## src/rtl/dmem_axi_pkg.sv

```systemverilog
// Shared definitions for the data-memory AXI4-Lite master: FSM state
// encodings, AXI response codes, CPU access-size codes and the alignment
// predicate used when DMEM_LSU_MISALIGN_CHECK_EN is defined.
package dmem_axi_pkg;

    localparam logic [2:0] ST_IDLE    = 3'd0;
    localparam logic [2:0] ST_WR_REQ  = 3'd1;
    localparam logic [2:0] ST_WR_RESP = 3'd2;
    localparam logic [2:0] ST_RD_ADDR = 3'd3;
    localparam logic [2:0] ST_RD_DATA = 3'd4;
    localparam logic [2:0] ST_DONE    = 3'd5;

    typedef enum logic [1:0] {
        RESP_OKAY   = 2'b00,
        RESP_EXOKAY = 2'b01,
        RESP_SLVERR = 2'b10,
        RESP_DECERR = 2'b11
    } axi_resp_e;

    // Size code 2'b11 is not listed; everything outside byte/half is a word.
    typedef enum logic [1:0] {
        SIZE_BYTE = 2'b00,
        SIZE_HALF = 2'b01,
        SIZE_WORD = 2'b10
    } byte_size_e;

    // True when the access is not naturally aligned for its size.
    function automatic logic is_misaligned(input logic [1:0] size, input logic [1:0] addr_lo);
        logic bad;
        case (size)
            SIZE_BYTE: bad = 1'b0;
            SIZE_HALF: bad = addr_lo[0];
            default:   bad = (addr_lo != 2'b00);
        endcase
        return bad;
    endfunction

endpackage

```

## src/rtl/lsu_lane_align.sv

```systemverilog
// Combinational byte-lane steering for a 32-bit data bus: store data
// replication with write-strobe generation, and load lane extraction with
// sign/zero extension. Lane choice uses only the naturally aligned address
// bits (half uses addr[1], word ignores both).
module lsu_lane_align
    import dmem_axi_pkg::*;
(
    input  logic [1:0]  addr_lo,
    input  logic [1:0]  size,
    input  logic        sign_ext,
    input  logic [31:0] wdata,
    input  logic [31:0] rdata,
    output logic [31:0] wdata_lanes,
    output logic [3:0]  wstrb,
    output logic [31:0] rdata_ext
);

    // Store side: replicate the right-aligned value onto every lane.
    always_comb begin
        // NOTE: every output gets a default first so no path leaves it unassigned and infers a latch.
        wdata_lanes = wdata;
        wstrb       = 4'b1111;
        case (size)
            SIZE_BYTE: begin
                wdata_lanes = {4{wdata[7:0]}};
                wstrb       = 4'b0001 << addr_lo;
            end
            SIZE_HALF: begin
                wdata_lanes = {2{wdata[15:0]}};
                wstrb       = addr_lo[1] ? 4'b1100 : 4'b0011;
            end
            default: ;
        endcase
    end

    // Load side: pick the addressed lane and extend it to 32 bits.
    always_comb begin
        logic [7:0]  byte_lane;
        logic [15:0] half_lane;
        case (addr_lo)
            2'd0:    byte_lane = rdata[7:0];
            2'd1:    byte_lane = rdata[15:8];
            2'd2:    byte_lane = rdata[23:16];
            default: byte_lane = rdata[31:24];
        endcase
        half_lane = addr_lo[1] ? rdata[31:16] : rdata[15:0];
        rdata_ext = rdata;
        case (size)
            SIZE_BYTE: rdata_ext = {{24{sign_ext & byte_lane[7]}}, byte_lane};
            SIZE_HALF: rdata_ext = {{16{sign_ext & half_lane[15]}}, half_lane};
            default: ;
        endcase
    end

endmodule

```

## src/rtl/dmem_axi_master.sv

```systemverilog
// AXI4-Lite master for the CPU MEM stage: one single-beat transaction per
// load/store request, pipeline stall while outstanding, one-cycle done pulse.
// Optional build macro: DMEM_LSU_MISALIGN_CHECK_EN rejects misaligned
// half/word accesses locally (no AXI traffic, cpu_err=1, cpu_rdata=0).
module dmem_axi_master
    import dmem_axi_pkg::*;
#(
    parameter logic [2:0] PROT_VAL = 3'b000
) (
    input  logic        clk,
    input  logic        rst_n,
    input  logic        cpu_req,
    input  logic        cpu_we,
    input  logic [31:0] cpu_addr,
    input  logic [31:0] cpu_wdata,
    input  logic [1:0]  cpu_byte_size,
    input  logic        cpu_sign_ext,
    output logic [31:0] cpu_rdata,
    output logic        cpu_done,
    output logic        cpu_err,
    output logic        cpu_stall,
    output logic [31:0] M_AXI_AWADDR,
    output logic [2:0]  M_AXI_AWPROT,
    output logic        M_AXI_AWVALID,
    input  logic        M_AXI_AWREADY,
    output logic [31:0] M_AXI_WDATA,
    output logic [3:0]  M_AXI_WSTRB,
    output logic        M_AXI_WVALID,
    input  logic        M_AXI_WREADY,
    input  logic [1:0]  M_AXI_BRESP,
    input  logic        M_AXI_BVALID,
    output logic        M_AXI_BREADY,
    output logic [31:0] M_AXI_ARADDR,
    output logic [2:0]  M_AXI_ARPROT,
    output logic        M_AXI_ARVALID,
    input  logic        M_AXI_ARREADY,
    input  logic [31:0] M_AXI_RDATA,
    input  logic [1:0]  M_AXI_RRESP,
    input  logic        M_AXI_RVALID,
    output logic        M_AXI_RREADY
);

    logic [2:0]  state;
    logic [1:0]  addr_lo_q;
    logic [1:0]  size_q;
    logic        sign_q;
    logic        aw_done;
    logic        w_done;
    logic        aw_hs;
    logic        w_hs;
    logic        misalign;
    logic        in_idle;
    logic [1:0]  lane_addr;
    logic [1:0]  lane_size;
    logic        lane_sign;
    logic [31:0] lane_wdata;
    logic [3:0]  lane_wstrb;
    logic [31:0] lane_rdata;

    assign in_idle = (state == ST_IDLE);
    assign aw_hs   = M_AXI_AWVALID & M_AXI_AWREADY;
    assign w_hs    = M_AXI_WVALID & M_AXI_WREADY;

`ifdef DMEM_LSU_MISALIGN_CHECK_EN
    assign misalign = is_misaligned(cpu_byte_size, cpu_addr[1:0]);
`else
    assign misalign = 1'b0;
`endif

    // The aligner sees the live request in IDLE (store lanes are registered
    // on accept) and the latched request afterwards (load extract).
    assign lane_addr = in_idle ? cpu_addr[1:0] : addr_lo_q;
    assign lane_size = in_idle ? cpu_byte_size : size_q;
    assign lane_sign = in_idle ? cpu_sign_ext  : sign_q;

    lsu_lane_align u_align (
        .addr_lo     (lane_addr),
        .size        (lane_size),
        .sign_ext    (lane_sign),
        .wdata       (cpu_wdata),
        .rdata       (M_AXI_RDATA),
        .wdata_lanes (lane_wdata),
        .wstrb       (lane_wstrb),
        .rdata_ext   (lane_rdata)
    );

    assign M_AXI_AWPROT = PROT_VAL;
    assign M_AXI_ARPROT = PROT_VAL;
    assign cpu_done     = (state == ST_DONE);
    assign cpu_stall    = cpu_req & ~cpu_done;

    // Transaction FSM with registered AXI valids/readies and CPU results.
    always_ff @(posedge clk or negedge rst_n) begin
        if (!rst_n) begin
            state         <= ST_IDLE;
            addr_lo_q     <= 2'b00;
            size_q        <= 2'b00;
            sign_q        <= 1'b0;
            aw_done       <= 1'b0;
            w_done        <= 1'b0;
            M_AXI_AWADDR  <= 32'h0;
            M_AXI_AWVALID <= 1'b0;
            M_AXI_WDATA   <= 32'h0;
            M_AXI_WSTRB   <= 4'h0;
            M_AXI_WVALID  <= 1'b0;
            M_AXI_BREADY  <= 1'b0;
            M_AXI_ARADDR  <= 32'h0;
            M_AXI_ARVALID <= 1'b0;
            M_AXI_RREADY  <= 1'b0;
            cpu_rdata     <= 32'h0;
            cpu_err       <= 1'b0;
        end else begin
            // NOTE: non-blocking assignments so every flop samples pre-edge values regardless of statement order.
            case (state)
                ST_IDLE: begin
                    if (cpu_req) begin
                        addr_lo_q <= cpu_addr[1:0];
                        size_q    <= cpu_byte_size;
                        sign_q    <= cpu_sign_ext;
                        if (misalign) begin
                            cpu_err   <= 1'b1;
                            cpu_rdata <= 32'h0;
                            state     <= ST_DONE;
                        end else if (cpu_we) begin
                            M_AXI_AWADDR  <= cpu_addr;
                            M_AXI_WDATA   <= lane_wdata;
                            M_AXI_WSTRB   <= lane_wstrb;
                            M_AXI_AWVALID <= 1'b1;
                            M_AXI_WVALID  <= 1'b1;
                            aw_done       <= 1'b0;
                            w_done        <= 1'b0;
                            state         <= ST_WR_REQ;
                        end else begin
                            M_AXI_ARADDR  <= cpu_addr;
                            M_AXI_ARVALID <= 1'b1;
                            state         <= ST_RD_ADDR;
                        end
                    end
                end
                ST_WR_REQ: begin
                    if (aw_hs) begin
                        M_AXI_AWVALID <= 1'b0;
                        aw_done       <= 1'b1;
                    end
                    if (w_hs) begin
                        M_AXI_WVALID <= 1'b0;
                        w_done       <= 1'b1;
                    end
                    if ((aw_done | aw_hs) & (w_done | w_hs)) begin
                        M_AXI_BREADY <= 1'b1;
                        state        <= ST_WR_RESP;
                    end
                end
                ST_WR_RESP: begin
                    if (M_AXI_BVALID) begin
                        M_AXI_BREADY <= 1'b0;
                        cpu_err      <= (M_AXI_BRESP != RESP_OKAY);
                        state        <= ST_DONE;
                    end
                end
                ST_RD_ADDR: begin
                    if (M_AXI_ARREADY) begin
                        M_AXI_ARVALID <= 1'b0;
                        M_AXI_RREADY  <= 1'b1;
                        state         <= ST_RD_DATA;
                    end
                end
                ST_RD_DATA: begin
                    if (M_AXI_RVALID) begin
                        M_AXI_RREADY <= 1'b0;
                        cpu_rdata    <= lane_rdata;
                        cpu_err      <= (M_AXI_RRESP != RESP_OKAY);
                        state        <= ST_DONE;
                    end
                end
                ST_DONE: state <= ST_IDLE;
                default: state <= ST_IDLE;
            endcase
        end
    end

endmodule
```

## config.mk

```make
export PLATFORM = sky130hd
export DESIGN_NAME = dmem_axi_master
export DESIGN_NICKNAME = d
export VERILOG_FILES = /design/src/rtl/dmem_axi_pkg.sv /design/src/rtl/lsu_lane_align.sv /design/src/rtl/dmem_axi_master.sv
export SDC_FILE = /design/constraint.sdc
export NUM_CORES = 1
export LEC_CHECK = 0
export CAP_MARGIN = 20
export CORE_UTILIZATION = 30
export CTS_BUF_LIST = sky130_fd_sc_hd__clkbuf_4 sky130_fd_sc_hd__clkbuf_8
export CTS_CLUSTER_SIZE = 24
export DETAILED_ROUTE_END_ITERATION = 16
export PLACE_DENSITY_LB_ADDON = 0.08
export SETUP_SLACK_MARGIN = 0.15
export SLEW_MARGIN = 20
export SYNTH_ARGS = -nofsm -noshare
export SYNTH_HDL_FRONTEND = slang
export SYNTH_SLANG_ARGS = --single-unit
```

## constraint.sdc

```tcl
create_clock -name clk -period 2.6 [get_ports clk]
set_input_delay 0.65 -clock clk [delete_from_list [all_inputs] [get_ports clk]]
set_output_delay 0.65 -clock clk [all_outputs]
set_load 0.005 [all_outputs]
```

Yosys cells after proc, flatten, opt, wreduce, memory -nomap -nowiden
Index checks and enable logic that the tools add are counted.
Storage, ports and cells
  input bits: 112
  logic and storage cells: 107
  bits in writable memories: 0
  memories kept: 0
  bits in latches: 0
  bits in registers: 148
  output and inout bits: 146
  ROM bits: 0
Cells by class
  equality and inequality tests: 17
  shifts and indexed selects: 1
  bitwise gates (word level): 10
  multiplexer cells: 41
  add/sub/neg operators: 0
  reduce and logical (&&, ||, !) cells: 21
  $lt $le $gt $ge: 0
  multiply operators: 0
  div/mod/pow operators: 0
Operators by type and width (count)
  32-bit case mux with 2 select lines: 2
  8-bit case mux with 3 select lines: 1
  1-bit 2-to-1 mux: 18
  2-bit != test, second input constant: 9
  16-bit 2-to-1 mux: 1
  1-bit case mux with 2 select lines: 8
  3-bit 2-to-1 mux: 5
  3-bit case mux with 5 select lines: 1
  3-bit AND reduction: 5
  2-bit nonzero test: 7
  4-bit AND reduction: 3
  4-bit case mux with 2 select lines: 1
  1-bit AND: 6
  3-bit by 2-bit == test with 1-bit output, second input constant: 2
  3-bit == test, second input constant: 2
  2-bit 2-to-1 mux: 3
  5-bit AND reduction: 1
  2-bit by 1-bit == test with 1-bit output, second input constant: 2
  2-bit logical NOT: 2
  4-bit 2-to-1 mux: 1
  2-bit AND reduction: 2
  1-bit by 2-bit left shift with 4-bit output, first input constant: 1
  3-bit by 1-bit == test with 1-bit output, second input constant: 1
  3-bit logical NOT: 1
  3 further kinds: 5

Depth between registers and ports, before layout
  depth after elaboration: 6
  mapped depth: 8
  gate-level depth less buffers: 5

Cells and area by module
Synthesis repeated with hierarchy kept, for this count alone.
Second synthesis, totals
  cell total of the unflattened synthesis: 545
  area total of the unflattened synthesis: 7081.8 um^2
Modules (own cells, without submodules)
  dmem_axi_master: times used 1, area each 5868.1 um^2, cells an instance 366, seq. area each 3703.6 um^2
  lsu_lane_align: times used 1, area each 1213.7 um^2, cells an instance 179, seq. area each 0.0 um^2

Worst setup path after synthesis
Ideal clock, no wire load.
  kind: reg-to-reg
  from: register state[2]
  to: register cpu_rdata[6]
  period minus slack after synthesis: 2292 ps
  setup time: 125 ps
  data required time: 2475 ps
  cell stages (with the launch flop): 8
  arrival time: 2168 ps
  path slack: 308 ps
  path buffers: 2
  cell sequence: dfrtp_1 > buf_6 > or3_1 > buf_2 > mux2i_2 > mux2_1 > mux2_1 > mux2_2
Between the ends
  word-level cells in the longest chain between the ends: 5
  elaborated cells between the ends (all ways): 13
  classes of those cells: eq/ne: 4; mux: 5; reduce/logical: 4
Ends and longest elaborated chain
  start, declared: line dmem_axi_master.sv:43  | logic [2:0] state;
  start signal, assigned: line dmem_axi_master.sv:95  | state <= ST_IDLE;
  start signal, assigned: line dmem_axi_master.sv:123  | state <= ST_DONE;
  start signal, assigned: line dmem_axi_master.sv:132  | state <= ST_WR_REQ;
  3-bit logical NOT: line dmem_axi_master.sv:60, dmem_axi_master.sv:114
  2-bit 2-to-1 mux: line dmem_axi_master.sv:72  | assign lane_addr = in_idle ? cpu_addr[1:0] : addr_lo_q;
  2-bit == test (tied with other cells): line lsu_lane_align.sv:40  | case (addr_lo)
  8-bit case mux with 3 select lines: line lsu_lane_align.sv:40
  32-bit case mux with 2 select lines: line lsu_lane_align.sv:48  | case (size)
  end signal, assigned: line dmem_axi_master.sv:171  | cpu_rdata <= lane_rdata;
  end, declared: line dmem_axi_master.sv:18  | output logic [31:0] cpu_rdata,
Parallel ways exist; a longest one is shown, timed or not.
A chain may end at the register's enable or synchronous reset.

Final worst setup path
  from: register state[2]
  to: register cpu_rdata[4]
The elaborated chain is that of the path after synthesis.

==> flow_metrics.py <==
metrics = {
    "detailed_routing": {
        "number_of_antenna_violating_nets_in_the_routed_design": 0,
        "dr_pass1_iterations": 5,
        "drt-vias-per-instance": 4.81,
        "drcViolationCount": 0,
        "drt_iter0_drc": 227,
        "drt_wl_total_um": 21400,
        "routedWlPerCell_um": 17.5,
        "num_vias": 5878,
    },
    "timing": {
        "setup_viol": 0,
        "timing.slew.headroom_pct": 56.4,
        "fin_hold_ws_ns": 0.119,
        "timing.final.crit_period_ns": 2.34,
        "rsz0062_at_grt": "no",
        "report.final.hold_viol_count": 0,
        "worst_setup_slack_final_ns": 0.260,
        "layout_worst_path_cycle_share_pct": 90.0,
        "max_clock_freq_ghz": 0.427,
        "clock-skew-final_ns": 0.0138,
        "tightestPinTransition_ns": 0.650,
        "max_slew_violations": 0,
        "finalSetupTns_ns": 0,
    },
    "placed_design": {
        "dpl.hpwl_um": 15500,
        "routabilityCongestion": 0.804,
        "port_buffers": 251,
        "post-place-ws_ns": -0.391,
    },
    "clock_network": {
        "clkSinkCount": 148,
        "insertion_delay_ns": 0.44,
        "cts_htree_levels": 4,
        "cts_tree": "done",
        "clock_path_buffers": 2,
        "clk_pin_slew_worst_paths_ns": 0.09,
        "ctsRootBufferMaster": "clkbuf_8",
        "cts-buffers-inserted": 17,
        "cts_hold_repair.buffers": 0,
    },
    "power_and_ir_drop": {
        "power.combinational.fraction_pct": 50.3,
        "sequentialPowerShare_pct": 33.9,
        "sw_ratio_pct": 35.2,
        "clockPowerShare_pct": 15.8,
        "power_switching_mw": 4.25,
        "power_leakage_nw": 4.41,
        "p_int_mw": 7.82,
        "power.ir.vdd_worst_uv": 577,
        "power_density_normalized_to_cell_area_nw_per_um2": 1190,
    },
    "worst_setup_path": {
        "worst_path_max_delay_cell": "dfrtp_2",
        "end_kind": "flop",
        "worst-path-max-fanout": 10,
        "crit_top_cell": "buf_4",
        "timing.setup.critical_path_class": "flop to flop",
        "timing.critical_path.required_ns": 2.94,
        "timing.critical_path.cells": "buf_4 > nor3_4 > buf_4 > mux2i_2 > buf_4 > mux2i_1 > o22a_1 > o21ai_1",
        "arrival_ns": 2.68,
        "worstSetupStartpointType": "flop",
        "max_incr_delay_on_cp_ns": 0.41,
    },
    "flow_run": {
        "max-cap-violations": 0,
    },
    "layout": {
        "fin_util_pct": 47.8,
        "layout.area.seq_um2": 3700,
        "fillerInstances": 1968,
        "flow.area_growth_from_synthesis_pct": 54.0,
        "insertedDiodeCount": 0,
        "multi_input_comb_area_um2": 2760,
        "layout-drive-gt1-share_pct": 14.9,
        "finalNetCount": 1046,
    },
    "synth": {
        "synth_area_per_cell_um2": 10.1,
        "yosys.area.top_type": "dfrtp_1",
        "syn-instance-count": 657,
        "synth_edf_count": 0,
        "synthesis.yosys.warnings": 0,
        "synth_sequential_area_ratio_pct": 56.0,
        "synth_area_leaders": "dfrtp_1, nand2_1, mux2_2",
        "synthArstFlopShare_pct": 100,
        "ys_seq_elements": 148,
        "synth_top_cell_area_share_pct": 56.0,
        "yosys.cell_types.count": 44,
        "synth_area_um2": 6610,
        "synth_ff_type": "dfrtp_1",
    },
    "global_route": {
        "vias_in_the_first_global_route": 6050,
        "maximum_number_of_pins_on_one_net_before_global_route_repair": 67,
        "overflow": 0,
        "globalRouteTotalUtil_pct": 19.4,
        "grt_antenna_before_repair": 0,
        "grt_first_pass_wirelength_um": 33300,
    },
    "die": {
        "dieArea_um2": 22600,
        "coreArea_um2": 21300,
        "die_x_um": 150,
        "initial_core_utilization_pct": 31.1,
        "die_h_um": 150,
        "num_io_pins": 258,
        "placement_rows": 53,
    },
    "status": {
        "outcome": "completed",
    },
    "min_path": {
        "min_path_type": "input pin to asynchronous set/reset pin",
    },
}
==> cell usage in the layout (no fill, tap or decap), types with 9 or more instances in the layout <==
master,n
a21oi_1,42
a221o_1,9
a31oi_1,11
buf_12,9
buf_4,33
clkbuf_8,18
clkdlybuf4s50_1,248
dfrtp_1,147
mux2_2,46
nand2_1,187
nor2_1,42
nor2b_1,13
o21ai_0,19
o21ai_1,19
==> final cells by class <==
| type | count | area share [%] |
|---|---|---|
| inverters | 1 | 0.0369 |
| well taps | 275 | 3.38 |
| repair buffers | 295 | 29.1 |
| flip-flops and latches | 148 | 36.4 |
| multi-input cells | 471 | 27.1 |
| clock buffers | 18 | 2.43 |
| clock inverters | 14 | 1.62 |
==> cell usage after synthesis (all sizes together) (3+ instances only) <==
library cell / count
a221o: 9
mux2i: 13
a211oi: 3
dfrtp: 148
o21ai: 38
o22ai: 8
a22oi: 8
nor2: 45
clkbuf: 17
mux2: 52
nand2: 187
nand2b: 4
a31oi: 11
o22a: 7
buf: 25
nor2b: 14
nor3: 4
nand3: 4
a21oi: 43
==> worst paths after layout <==
| kind | startpoint | endpoint | slack [ns] | depth (start not counted) |
|---|---|---|---|---|
| min in group clk | M_AXI_AWADDR[26] | M_AXI_AWADDR[26] | 0.47 | 2 |
| worst min-delay path | rst_n | cpu_rdata[23] | 0.12 | 1 |
| worst min register to register | M_AXI_AWADDR[26] | M_AXI_AWADDR[26] | 0.47 | 2 |
| worst max register to register | state[2] | cpu_rdata[4] | 0.26 | 8 |
| max in group asynchronous | rst_n | M_AXI_WDATA[11] | 1.76 | 2 |
| worst max-delay path | state[2] | cpu_rdata[4] | 0.26 | 8 |
==> routing by layer <==
metal / vias up / global-route usage [%] / wire length (um)
met5: - / 0 / 0
met4: 0 / 5.40 / 326
met3: 19 / 5.97 / 1660
met2: 195 / 31.0 / 10300
met1: 2863 / 25.2 / 9100
li1: 2801 / - / -
==> state kept, by name, indices dropped and copies added, names as in the netlist, 2 cells and up <==
name and cells:
cpu_rdata 32, M_AXI_WDATA 32, M_AXI_ARADDR 32, state 3, M_AXI_WSTRB 4, M_AXI_AWADDR 32, size_q 2, addr_lo_q 2
==> stage by stage <==
stage	area, um2	std cells	total power [mW]
after floorplan	6630	662	6.65
after global placement	9670	1183	10.1
after detailed placement	9670	1183	10.2
after CTS	10200	1222	12.2
after global routing	10200	1222	13.0
final	10200	1222	12.1
==> what timing repair did <==
item / in CTS / in global routing
setup buffers: 7 / 0
pin swaps: 1 / 0
resized for setup: 10 / 3
endpoints found under the setup margin: 34 / 11
==> power by group through the flow <==
| stage | sequential, mW | clock, mW | combinational [mW] |
|---|---|---|---|
| 5_1_grt | 4.26 | 2.06 | 6.65 |
| 6_report | 4.10 | 1.91 | 6.07 |
| 3_5_place_dp | 4.16 | 0 | 6.02 |
| 4_1_cts | 4.12 | 1.97 | 6.14 |
| 2_1_floorplan | 4.14 | 0 | 2.51 |
| 3_3_place_gp | 4.12 | 0 | 5.94 |
==> cells by family after synthesis <==
group / share of synthesized area (%)
flops: 56.0
simple gates: 16.5
other cells: 0.0567
buf+inv: 3.31
compound gates: 12.8
mux: 11.3
==> critical path, delay by kind of cell (launching register included) <==
kind | cells | cell delay (ns)
compound gates | 2 | 0.26
buf+inv | 3 | 0.60
flops | 1 | 0.41
mux | 2 | 0.62
simple gates | 1 | 0.31
No activity file was read; power rests on OpenSTA's default activity.
==> edit (same flow settings) <==
Build with the macro `DMEM_LSU_MISALIGN_CHECK_EN` defined.
--- a/src/rtl/dmem_axi_master.sv
+++ b/src/rtl/dmem_axi_master.sv
@@ -2,6 +2,8 @@
 // load/store request, pipeline stall while outstanding, one-cycle done pulse.
 // Optional build macro: DMEM_LSU_MISALIGN_CHECK_EN rejects misaligned
 // half/word accesses locally (no AXI traffic, cpu_err=1, cpu_rdata=0).
+`define DMEM_LSU_MISALIGN_CHECK_EN
+
 module dmem_axi_master
     import dmem_axi_pkg::*;
 #(
Check against the original RTL: not equivalent (a bounded check fails within 4 cycles, from zero or initial values and one cycle with rst_n low).
==> edit against the unedited design <==
Utilization fell by 1.7 points. Die area rose by 4.1%. Synthesized area rose by 4.2%. Total power fell by 2.9%. Count of clock-buffer cells in the layout did not move. Sequential share of layout area fell by 0.80 points. Wire length rose by 0.87%. Cell area rose by 2.3%. Worst setup slack improved by 0.069 ns. Sequential cell count did not move. Largest cell class unchanged. Clock skew rose by 0.0016 ns. Global-route usage fell by 0.55 points.
==> edit: results (changes against the unedited design) <==
metric,value,unit,change
muxShareOfSynthArea,17.5,%,+6.1 points
wl_met2,10200,um,-1.7%
max_freq,440,MHz,+3.1%
clkPwrFrac,15.2,%,-0.6 points
grtUsageMet3,7.24,%,+1.3 points
p_leak,0.00444,uW,+0.59%
synth.area.top_cells,"dfrtp_1, mux2_2, nand3_1",,
gp_congestion,0.846,,+5.2%
ys_seq_area_share,53.8,%,-2.2 points
fin_skew,0.0154,ns,+0.00156 ns
grt_start_max_net_pins,55,,-18%
finalNetCount,982,,-6.1%
peakVddDrop,0.000495,V,-14%
cp.arrival,2.62,ns,-0.06 ns
synthXorXnorAreaFrac,0.127,%,+0.13 points
dr.pass1.iters,4,,-1
ctsResizeCount,5,,-5
cts_setup_buffers,5,,-2
relSlewSlack,49.2,%,-7.2 points
cp_max_fo,7,,-3
wirelength,21600,um,+0.87%
synth_cell_types,57,,+30%
reg2reg_depth,9,,+1
synth-compound-area-share,12.2,%,-0.64 points
status,completed,,
==> edit: cell count changes after synthesis, moves of 6 or more <==
cell and change:
a21oi_1 -20, nand3_1 +47, o21ai_0 +20, nor2b_1 +9
nand2_1 -151, mux2i_1 +7, nor2_1 -30, o22a_1 -7
mux2_1 -6, mux2_2 +42, o21ai_1 -14, a31oi_1 -7
buf_2 +6
==> edit: metrics by stage <==
step	power [uW]	cell area [um2]	hold WS, ns	utilization (%)	cells
6_report	11700	10400	0.151	46.2	1168
5_1_grt	12600	10400	0.153	46.2	1168
4_1_cts	11900	10400	0.145	46.1	1168
3_5_place_dp	9950	9970	0.473	44.2	1131
3_3_place_gp	9850	9970	0.463	44.2	1131
2_1_floorplan	6560	6910	0.354	-	599
==> edit: final cells by class <==
cell class	count	area, um2	area share (%)
clock buffer	18	248	2.38
clock inverter	14	144	1.38
inverter	6	22.5	0.216
multi-input combinational	402	2970	28.5
sequential	148	3710	35.6
tap	285	357	3.42
timing repair buffer	295	2980	28.6
